$ cat config.mk
export PLATFORM = sky130hd
export DESIGN_NAME = fifo_wr_arbiter
export DESIGN_NICKNAME = d
export VERILOG_FILES = /design/src/rtl/fifo_arb_pkg.sv /design/src/rtl/fifo_wr_arbiter_sel.sv /design/src/rtl/fifo_wr_arbiter.sv
export SDC_FILE = /design/constraint.sdc
export NUM_CORES = 1
export LEC_CHECK = 0
export ABC_AREA = 1
export CORE_UTILIZATION = 40
export DETAILED_ROUTE_END_ITERATION = 7
export PLACE_DENSITY = 0.8
export SLEW_MARGIN = 20
export SYNTH_ARGS = -nofsm -noshare
export SYNTH_HDL_FRONTEND = slang
export SYNTH_SLANG_ARGS = --single-unit
$ cat constraint.sdc
create_clock -name clk -period 4.5 [get_ports clk]
set_input_delay 0.9 -clock clk [delete_from_list [all_inputs] [get_ports clk]]
set_output_delay 0.9 -clock clk [all_outputs]
set_load 0.01 [all_outputs]
$ cat src/rtl/fifo_arb_pkg.sv
// Shared arbitration helpers: round-robin pick function and default burst length.
package fifo_arb_pkg;

  localparam int unsigned DEFAULT_MAX_BURST = 4;
  localparam int unsigned RR_MAX_REQ        = 32;
  localparam int unsigned RR_IDX_W          = 5;

  // Returns {found, index}: first set bit of valid at or after ptr, wrapping at num_req.
  function automatic logic [RR_IDX_W:0] rr_pick(
    input logic [RR_MAX_REQ-1:0] valid,
    input int unsigned           num_req,
    input int unsigned           ptr
  );
    logic [RR_IDX_W:0] res;
    int unsigned       idx;
    res = '0;
    for (int unsigned k = 0; k < RR_MAX_REQ; k++) begin
      if (k < num_req) begin
        idx = ptr + k;
        if (idx >= num_req) idx = idx - num_req;
        if (!res[RR_IDX_W] && valid[idx[RR_IDX_W-1:0]]) begin
          res = {1'b1, idx[RR_IDX_W-1:0]};
        end
      end
    end
    return res;
  endfunction

endpackage

$ cat src/rtl/fifo_wr_arbiter_sel.sv
// Combinational rotate-and-find-first selector with one-hot and index outputs.
module rr_priority_sel
  import fifo_arb_pkg::*;
#(
  parameter  int unsigned NUM_REQ = 4,
  localparam int unsigned IDX_W   = (NUM_REQ > 1) ? $clog2(NUM_REQ) : 1
) (
  input  logic [NUM_REQ-1:0] valid,
  input  logic [IDX_W-1:0]   ptr,
  output logic               found,
  output logic [IDX_W-1:0]   idx,
  output logic [NUM_REQ-1:0] onehot
);

  logic [RR_MAX_REQ-1:0] valid_ext;
  logic [RR_IDX_W:0]     pick;

  always_comb begin
    valid_ext              = '0;
    valid_ext[NUM_REQ-1:0] = valid;
    pick                   = rr_pick(valid_ext, NUM_REQ, 32'(ptr));
    found                  = pick[RR_IDX_W];
    idx                    = IDX_W'(pick[RR_IDX_W-1:0]);
    onehot                 = '0;
    if (found) onehot[idx] = 1'b1;
  end

endmodule

$ cat src/rtl/fifo_wr_arbiter.sv
// Round-robin write arbiter sharing one FIFO write port among NUM_REQ producers; 1-cycle latency.
// Beat held in the output register while fifo_full; optional per-grant bursts under FIFO_ARB_BURST_EN.
module fifo_wr_arbiter
  import fifo_arb_pkg::*;
#(
  parameter  int unsigned NUM_REQ   = 4,
  parameter  int unsigned WIDTH     = 32,
  parameter  int unsigned MAX_BURST = DEFAULT_MAX_BURST,
  localparam int unsigned ID_WIDTH  = $clog2(NUM_REQ)
) (
  input  logic                        clk,
  input  logic                        rst_n,
  input  logic [NUM_REQ-1:0]          req_valid,
  input  logic [NUM_REQ*WIDTH-1:0]    req_data,
  output logic [NUM_REQ-1:0]          req_ready,
  output logic                        fifo_wr_en,
  output logic [ID_WIDTH+WIDTH-1:0]   fifo_din,
  input  logic                        fifo_full,
  output logic [ID_WIDTH-1:0]         grant_id
);

  localparam int unsigned OUT_W = ID_WIDTH + WIDTH;

  if (NUM_REQ < 2)   $error("NUM_REQ must be at least 2");
  if (MAX_BURST < 1) $error("MAX_BURST must be at least 1");

  logic                out_valid_q, out_valid_d;
  logic [OUT_W-1:0]    out_data_q, out_data_d;
  logic [ID_WIDTH-1:0] rr_ptr_q, rr_ptr_d;
  logic [ID_WIDTH-1:0] last_id_q, last_id_d;

  logic                can_accept;
  logic                found;
  logic                xfer;
  logic [ID_WIDTH-1:0] win_idx;
  logic [ID_WIDTH-1:0] next_idx;
  logic [NUM_REQ-1:0]  win_onehot;
  logic [WIDTH-1:0]    req_arr [NUM_REQ];

  for (genvar g = 0; g < NUM_REQ; g++) begin : g_unpack
    assign req_arr[g] = req_data[g*WIDTH +: WIDTH];
  end

  rr_priority_sel #(.NUM_REQ(NUM_REQ)) u_sel (
    .valid  (req_valid),
    .ptr    (rr_ptr_q),
    .found  (found),
    .idx    (win_idx),
    .onehot (win_onehot)
  );

`ifdef FIFO_ARB_BURST_EN
  localparam int unsigned CNT_W = $clog2(MAX_BURST + 1);
  logic [CNT_W-1:0] burst_cnt_q, burst_cnt_d;
  logic [CNT_W-1:0] burst_base;
`endif

  always_comb begin
    can_accept  = !out_valid_q || !fifo_full;
    xfer        = found && can_accept;
    req_ready   = xfer ? win_onehot : '0;
    fifo_wr_en  = out_valid_q && !fifo_full;
    fifo_din    = out_data_q;
    grant_id    = found ? win_idx : last_id_q;
    next_idx    = (win_idx == ID_WIDTH'(NUM_REQ - 1)) ? '0 : win_idx + 1'b1;

    out_valid_d = out_valid_q;
    out_data_d  = out_data_q;
    rr_ptr_d    = rr_ptr_q;
    last_id_d   = grant_id;

    // A write and a new capture in the same cycle keep the register full.
    if (xfer) begin
      out_valid_d = 1'b1;
      out_data_d  = {win_idx, req_arr[win_idx]};
    end else if (fifo_wr_en) begin
      out_valid_d = 1'b0;
    end

`ifdef FIFO_ARB_BURST_EN
    // The run length restarts whenever a different requester wins.
    burst_base  = (!found || win_idx == last_id_q) ? burst_cnt_q : '0;
    burst_cnt_d = burst_base;
    if (xfer) begin
      if (burst_base == CNT_W'(MAX_BURST - 1)) begin
        rr_ptr_d    = next_idx;
        burst_cnt_d = '0;
      end else begin
        rr_ptr_d    = win_idx;
        burst_cnt_d = burst_base + 1'b1;
      end
    end
`else
    if (xfer) rr_ptr_d = next_idx;
`endif
  end

  always_ff @(posedge clk or negedge rst_n) begin
    if (!rst_n) begin
      out_valid_q <= 1'b0;
      out_data_q  <= '0;
      rr_ptr_q    <= '0;
      last_id_q   <= '0;
    end else begin
      out_valid_q <= out_valid_d;
      out_data_q  <= out_data_d;
      rr_ptr_q    <= rr_ptr_d;
      last_id_q   <= last_id_d;
    end
  end

`ifdef FIFO_ARB_BURST_EN
  always_ff @(posedge clk or negedge rst_n) begin
    if (!rst_n) burst_cnt_q <= '0;
    else        burst_cnt_q <= burst_cnt_d;
  end
`endif

endmodule
* After elaboration in Yosys (flattened, before gate mapping)
Cells that the tools add are included.
** Storage, ports and cells
- Logic and storage cells :: 65
- Bits in registers :: 39
** Cells by class
- Eq/ne operators :: 1
- Bitwise logic cells :: 1
- Reductions and logical operators :: 13
- Add/subtract/negate cells :: 8
- Muxes and demuxes :: 27
- Magnitude comparators :: 11
** Operators with widths (number)
- $ge A32 B3 Y1 const B :: 3
- $bmux W32 S2 :: 1
- $mux W32 :: 2
- $lt A5 B6 Y1 const B :: 4
- $mux W6 :: 4
- $bmux W1 S5 :: 4
- $mux W5 :: 4
- $sub A5 B3 Y5 const B :: 3
- $mux W4 :: 2
- $mux W1 :: 7
- $add A2 B2 Y3 const B :: 2
- $logic_and A1 B1 Y1 :: 6
- $logic_not A1 Y1 :: 5
- $mux W2 :: 2
- $sub A2 B3 Y4 const B :: 1
- $add A2 B1 Y3 const B :: 1
- $ge A2 B3 Y1 const B :: 1
- $ge A3 B3 Y1 const B :: 1
- $lt A2 B3 Y1 const B :: 1
- $not A2 Y3 :: 1
- $add A2 B1 Y2 const B :: 1
- $demux W1 S2 :: 1
- $eq A2 B2 Y1 const B :: 1
- $ge A2 B1 Y1 const B :: 1
- other kinds (2) :: 2

* Longest topological paths before layout
- Depth in word-level cells :: 20
- Gate-level depth with buffers :: 17
- Gate-level depth less buffers :: 14

* Hierarchy
From an unflattened synthesis, not the netlist that was laid out.
** Unflattened totals
- Cell total of the unflattened synthesis :: 552
- Area, all modules :: 3244.4 µm²
** By module, submodules not included
- fifo_wr_arbiter :: instances 1, cells each 486, area each 2835.2 µm²
- rr_priority_sel :: instances 1, cells each 66, area each 409.1 µm²

* Worst setup path after synthesis
No wires, ideal clock.
- Path type :: in2out
- Start point :: input req_valid[3]
- End point :: output req_ready[3]
- Arrival :: 2.168 ns
- Slack :: 1.432 ns
- Data required time :: 3.600 ns
- Cell stages on the path :: 14
- Cells stage by stage :: nand2_1 nand2_2 nand2_2 nand2_2 nor2_2 nor2_1 nand2_2 nand2_2 buf_6 buf_6 inv_2 ha_1 inv_1 nor2_1
** On the way
- Word-level cells in the longest chain between the ends :: 18
- Elaborated cells between the ends (all ways) :: 26
- Classes of those cells :: order compare: 2; mux: 16; reduce/logical: 8
** RTL lines
- start, declared :: RTL line fifo_wr_arbiter.sv:13 : input logic [NUM_REQ-1:0] req_valid,
- $bmux W1 S5 :: RTL line fifo_arb_pkg.sv:21 : if (!res[RR_IDX_W] && valid[idx[RR_IDX_W-1:0]]) begin
- $mux W1 (implied by the code) :: RTL line fifo_arb_pkg.sv:21
- $mux W6 :: RTL line fifo_arb_pkg.sv:21
- $logic_not A1 Y1 :: RTL line fifo_arb_pkg.sv:21
- $logic_and A1 B1 Y1 :: RTL line fifo_arb_pkg.sv:21
- $mux W6 :: RTL line fifo_arb_pkg.sv:21
- $logic_not A1 Y1 :: RTL line fifo_arb_pkg.sv:21
- $logic_and A1 B1 Y1 :: RTL line fifo_arb_pkg.sv:21
- [2 not listed]
- $logic_and A1 B1 Y1 :: RTL line fifo_arb_pkg.sv:21
- $mux W6 * :: RTL line fifo_arb_pkg.sv:21
- $lt A2 B3 Y1 (implied by the code) or $ge A2 B1 Y1 (tied branches) :: RTL line fifo_wr_arbiter_sel.sv:25 : if (found) onehot[idx] = 1'b1;
- $logic_and A1 B1 Y1 (implied by the code) :: RTL line fifo_wr_arbiter_sel.sv:25
- $mux W1 (implied by the code) :: RTL line fifo_wr_arbiter_sel.sv:25
- $demux W1 S2
- $mux W4 :: RTL line fifo_wr_arbiter_sel.sv:25
- $mux W4 * :: RTL line fifo_wr_arbiter.sv:61 : req_ready = xfer ? win_onehot : '0;
- end, declared :: RTL line fifo_wr_arbiter.sv:15 : output logic [NUM_REQ-1:0] req_ready,
Mark *: on every way between the ends. The rest lies on a longest branch, timed or not. The select of a mux whose other input is x is not followed.

* Worst setup path after layout
- Start point :: input req_valid[0]
- End point :: output grant_id[0]
** On the way
- Word-level cells in the longest chain between the ends :: 13
- Elaborated cells between the ends (all ways) :: 19
- Classes of those cells :: mux: 13; reduce/logical: 6
** RTL lines
- $bmux W1 S5 :: RTL line fifo_arb_pkg.sv:21
- $mux W1 (implied by the code) :: RTL line fifo_arb_pkg.sv:21
- $mux W6 :: RTL line fifo_arb_pkg.sv:21
- $logic_not A1 Y1 :: RTL line fifo_arb_pkg.sv:21
- $logic_and A1 B1 Y1 :: RTL line fifo_arb_pkg.sv:21
- $mux W6 :: RTL line fifo_arb_pkg.sv:21
- $logic_not A1 Y1 :: RTL line fifo_arb_pkg.sv:21
- $logic_and A1 B1 Y1 :: RTL line fifo_arb_pkg.sv:21
- $mux W6 :: RTL line fifo_arb_pkg.sv:21
- $logic_not A1 Y1 :: RTL line fifo_arb_pkg.sv:21
- $logic_and A1 B1 Y1 :: RTL line fifo_arb_pkg.sv:21
- $mux W6 * :: RTL line fifo_arb_pkg.sv:21
- $mux W2 * :: RTL line fifo_wr_arbiter.sv:64 : grant_id = found ? win_idx : last_id_q;
- end, declared :: RTL line fifo_wr_arbiter.sv:19 : output logic [ID_WIDTH-1:0] grant_id
Marks and branches as above.

==> run metrics <==
Critical Path RT=approximately 3600 ps; total track usage=23.28%; Mapped Nets=748; first-pass GRT wire length=between 15000 and 20000 µm; Worst path max stage delay=490 ps; Worst Tran Pin Value=906.5 ps; Synth Register Bits=39; worst-case clock buffer depth=2; post-synth cell types=20; Avg Inst Size Synth=5.707 µm²; DRC viols=0; Fin Setup TNS=0 ps; post_cts resized=0; crit path cell chain=clkdlybuf4s50_1 > nand2_1 > nand3_1 > nand3_2 > a21oi_1 > nand2_2 > nand2_2 > buf_4 > nand2_1 > clkdlybuf4s50_1; Switching Share=between 50% and 60%; cell count after synthesis=roughly 600; Hold Vio Cnt, Final=0; Final nets=906; Setup Buffers After CTS=0; Slew HR=39.57%; leading area contributor after synthesis=dfrtp_1; Worst-path clk slew=70 ps; Final Cell Area=about 5300 µm²; layout cell share with drive strength beyond 1=4.824%; H-tree depth=2; Hold WC Path Type=flop to flop; Max FO, Critical Path=30; hold-fix buffers at CTS=0; sw power=2324 µW; Placed Area=5218 µm²; Row Count=33; total CTS buffers=5; sequential area share after synthesis=28.13%; Synth area leaders=dfrtp_1 28%, nand2_1 24%, nand3_1 19%; Layout area overhead=52.79%; Tcrit/Tclk final=roughly nine tenths; die height=95.14 µm; Internal Power=~2000 µW; min Tclk post-route=4017 ps; IO buf count=175; CTS tree=built; Initial Utilization=41.81%; final-report setup violation count=0; endpoint class of the critical path=output pin; max_cap viols=0; peak supply drop=around 670 µV; largest net degree at the start of global routing=65; TritonCTS Sinks=39; placer congestion estimate=0.8910; dpl hpwl=7706 µm; sequential share of power=between 10% and 20%; top-area cell type share of the netlist area=28.13%; via/cell ratio=4.769; final antenna-violating net count=0; combinational share of power=79.3%; ant diodes=0; I/O pins=176; yosys warns=0; die width=95.14 µm; Root Buffer=clkbuf_8; Total Wirelength=10340 µm; vias in the first global route=around 4000; initial antenna violation count=0; crit path DAT=3120 ps; Fillers=730; GR Overflow Total=0; RSZ-0062 raised after global routing=false; Final Slew Violations=0; core footprint=around 8300 µm²; routed length per placed instance=11.85 µm; vias=approximately 4200; Syn Std Cell Area=3470 µm²; Clock power frac=5.3%; kind of critical path=input port to output pin; Clk Latency, worst-skew pair=290 ps; Iter 0 DRT Violations=~150; Leak Pwr=0.003019 µW; die area=9051 µm²; DR pass1 iterations=5; startpoint class of the critical path=input port; pwr/cell area=816.6 nW/µm²; fmax=around 0.25 GHz; final setup skew=8.957 ps; outcome=finished clean; CP max-delay cell=clkdlybuf4s50_1
flip-flops by register name (all words and copies together) (netlist names):
name         cells
last_id_q        2
fifo_din        34
out_valid_q      1
rr_ptr_q         2
cell families after synthesis:
kind of cell	count (synthesis)	share of synthesized area, %
adders and majority gates	5	1.803
DFF	39	28.13
AOI/OAI and AO/OA	7	1.118
and+or+nand+nor	382	47.57
buffers and inverters	175	21.38
cells in the mapped netlist:
| cell type | count |
|---|---|
| nand2_1 | 224 |
| inv_1 | 136 |
| nand3_1 | 135 |
| dfrtp_1 | 39 |
| buf_2 | 28 |
| nor2_1 | 9 |
| nand2_2 | 7 |
| buf_6 | 6 |
| ha_1 | 5 |
| inv_2 | 4 |
| nand3_2 | 2 |
| nand4_1 | 2 |
| nor2_2 | 2 |
| o21ai_0 | 2 |
| o21ai_1 | 2 |
| a21boi_1 | 1 |
| a21oi_1 | 1 |
| inv_6 | 1 |
| nor2_4 | 1 |
| o22ai_1 | 1 |
metal layers:
layer  vias to the layer above  wire, µm  global-route usage, %
met5                         -         0                      0
met4                         0       241                  8.081
met3                        22       989                  6.380
met2                       188      5022                  41.37
met1                      1826      4083                  26.60
li1                       2123         -                      -
power by group through the flow:
stage               clock network [µW]  registers (µW)  logic [µW]
floorplan                            0             717        2430
global placement                     0             665        3310
detailed placement                   0             668        3420
CTS                                239             666        3430
global route                       255             687        3890
finish                             231             666        3430
worst max-delay path, delay by kind of cell:
kind                   cells  cell delay [ps]
buffers and inverters      3             1290
AOI/OAI and AO/OA          1              240
and+or+nand+nor            6              670
stage by stage:
step	power, µW	setup slack, ps	std cells	hold slack, ps	util, %
2_1_floorplan	3148	1432	608	501.4	-
3_3_place_gp	3977	625.2	864	460.6	62.87
3_5_place_dp	4088	551.4	864	464.1	62.87
4_1_cts	4336	541.7	872	485.4	63.88
5_1_grt	4835	298.8	872	498.8	63.88
6_report	4329	483.1	872	481.7	63.88
worst paths after layout:
path	from	end	slack [ps]	depth (start not counted)
max	req_valid[0]	grant_id[0]	480	10
min	fifo_din[23]	fifo_din[23]	480	2
max reg2reg	rr_ptr_q[0]	fifo_din[12]	1610	14
min reg2reg	fifo_din[23]	fifo_din[23]	480	2
max in group asynchronous	rst_n	fifo_din[12]	3190	1
min in group asynchronous	rst_n	fifo_din[24]	730	1
cell type report:
cell class	count	area, µm²	area share [%]
clock buffer	5	68.82	1.298
clock inverter	3	15.01	0.2832
inverter	141	534.3	10.08
multi-input combinational	394	1754	33.09
sequential	39	975.9	18.41
tap	105	131.4	2.478
timing repair buffer	185	1822	34.36
cells in the final DEF, fill, tap and decap left out, types with 2 or more instances in the layout:
cell type        count
inv_2                4
nand3_1            135
clkbuf_8             5
ha_1                 5
o21ai_0              2
clkdlybuf4s50_1    174
nor2_1               9
buf_4               10
dfrtp_1             39
nand2_1            223
inv_1              136
nand2_2              8
o21ai_1              2
nand3_2              2
clkinv_2             3
nand4_1              2
nor2_2               2
No activity file was read; power rests on OpenSTA's default activity.
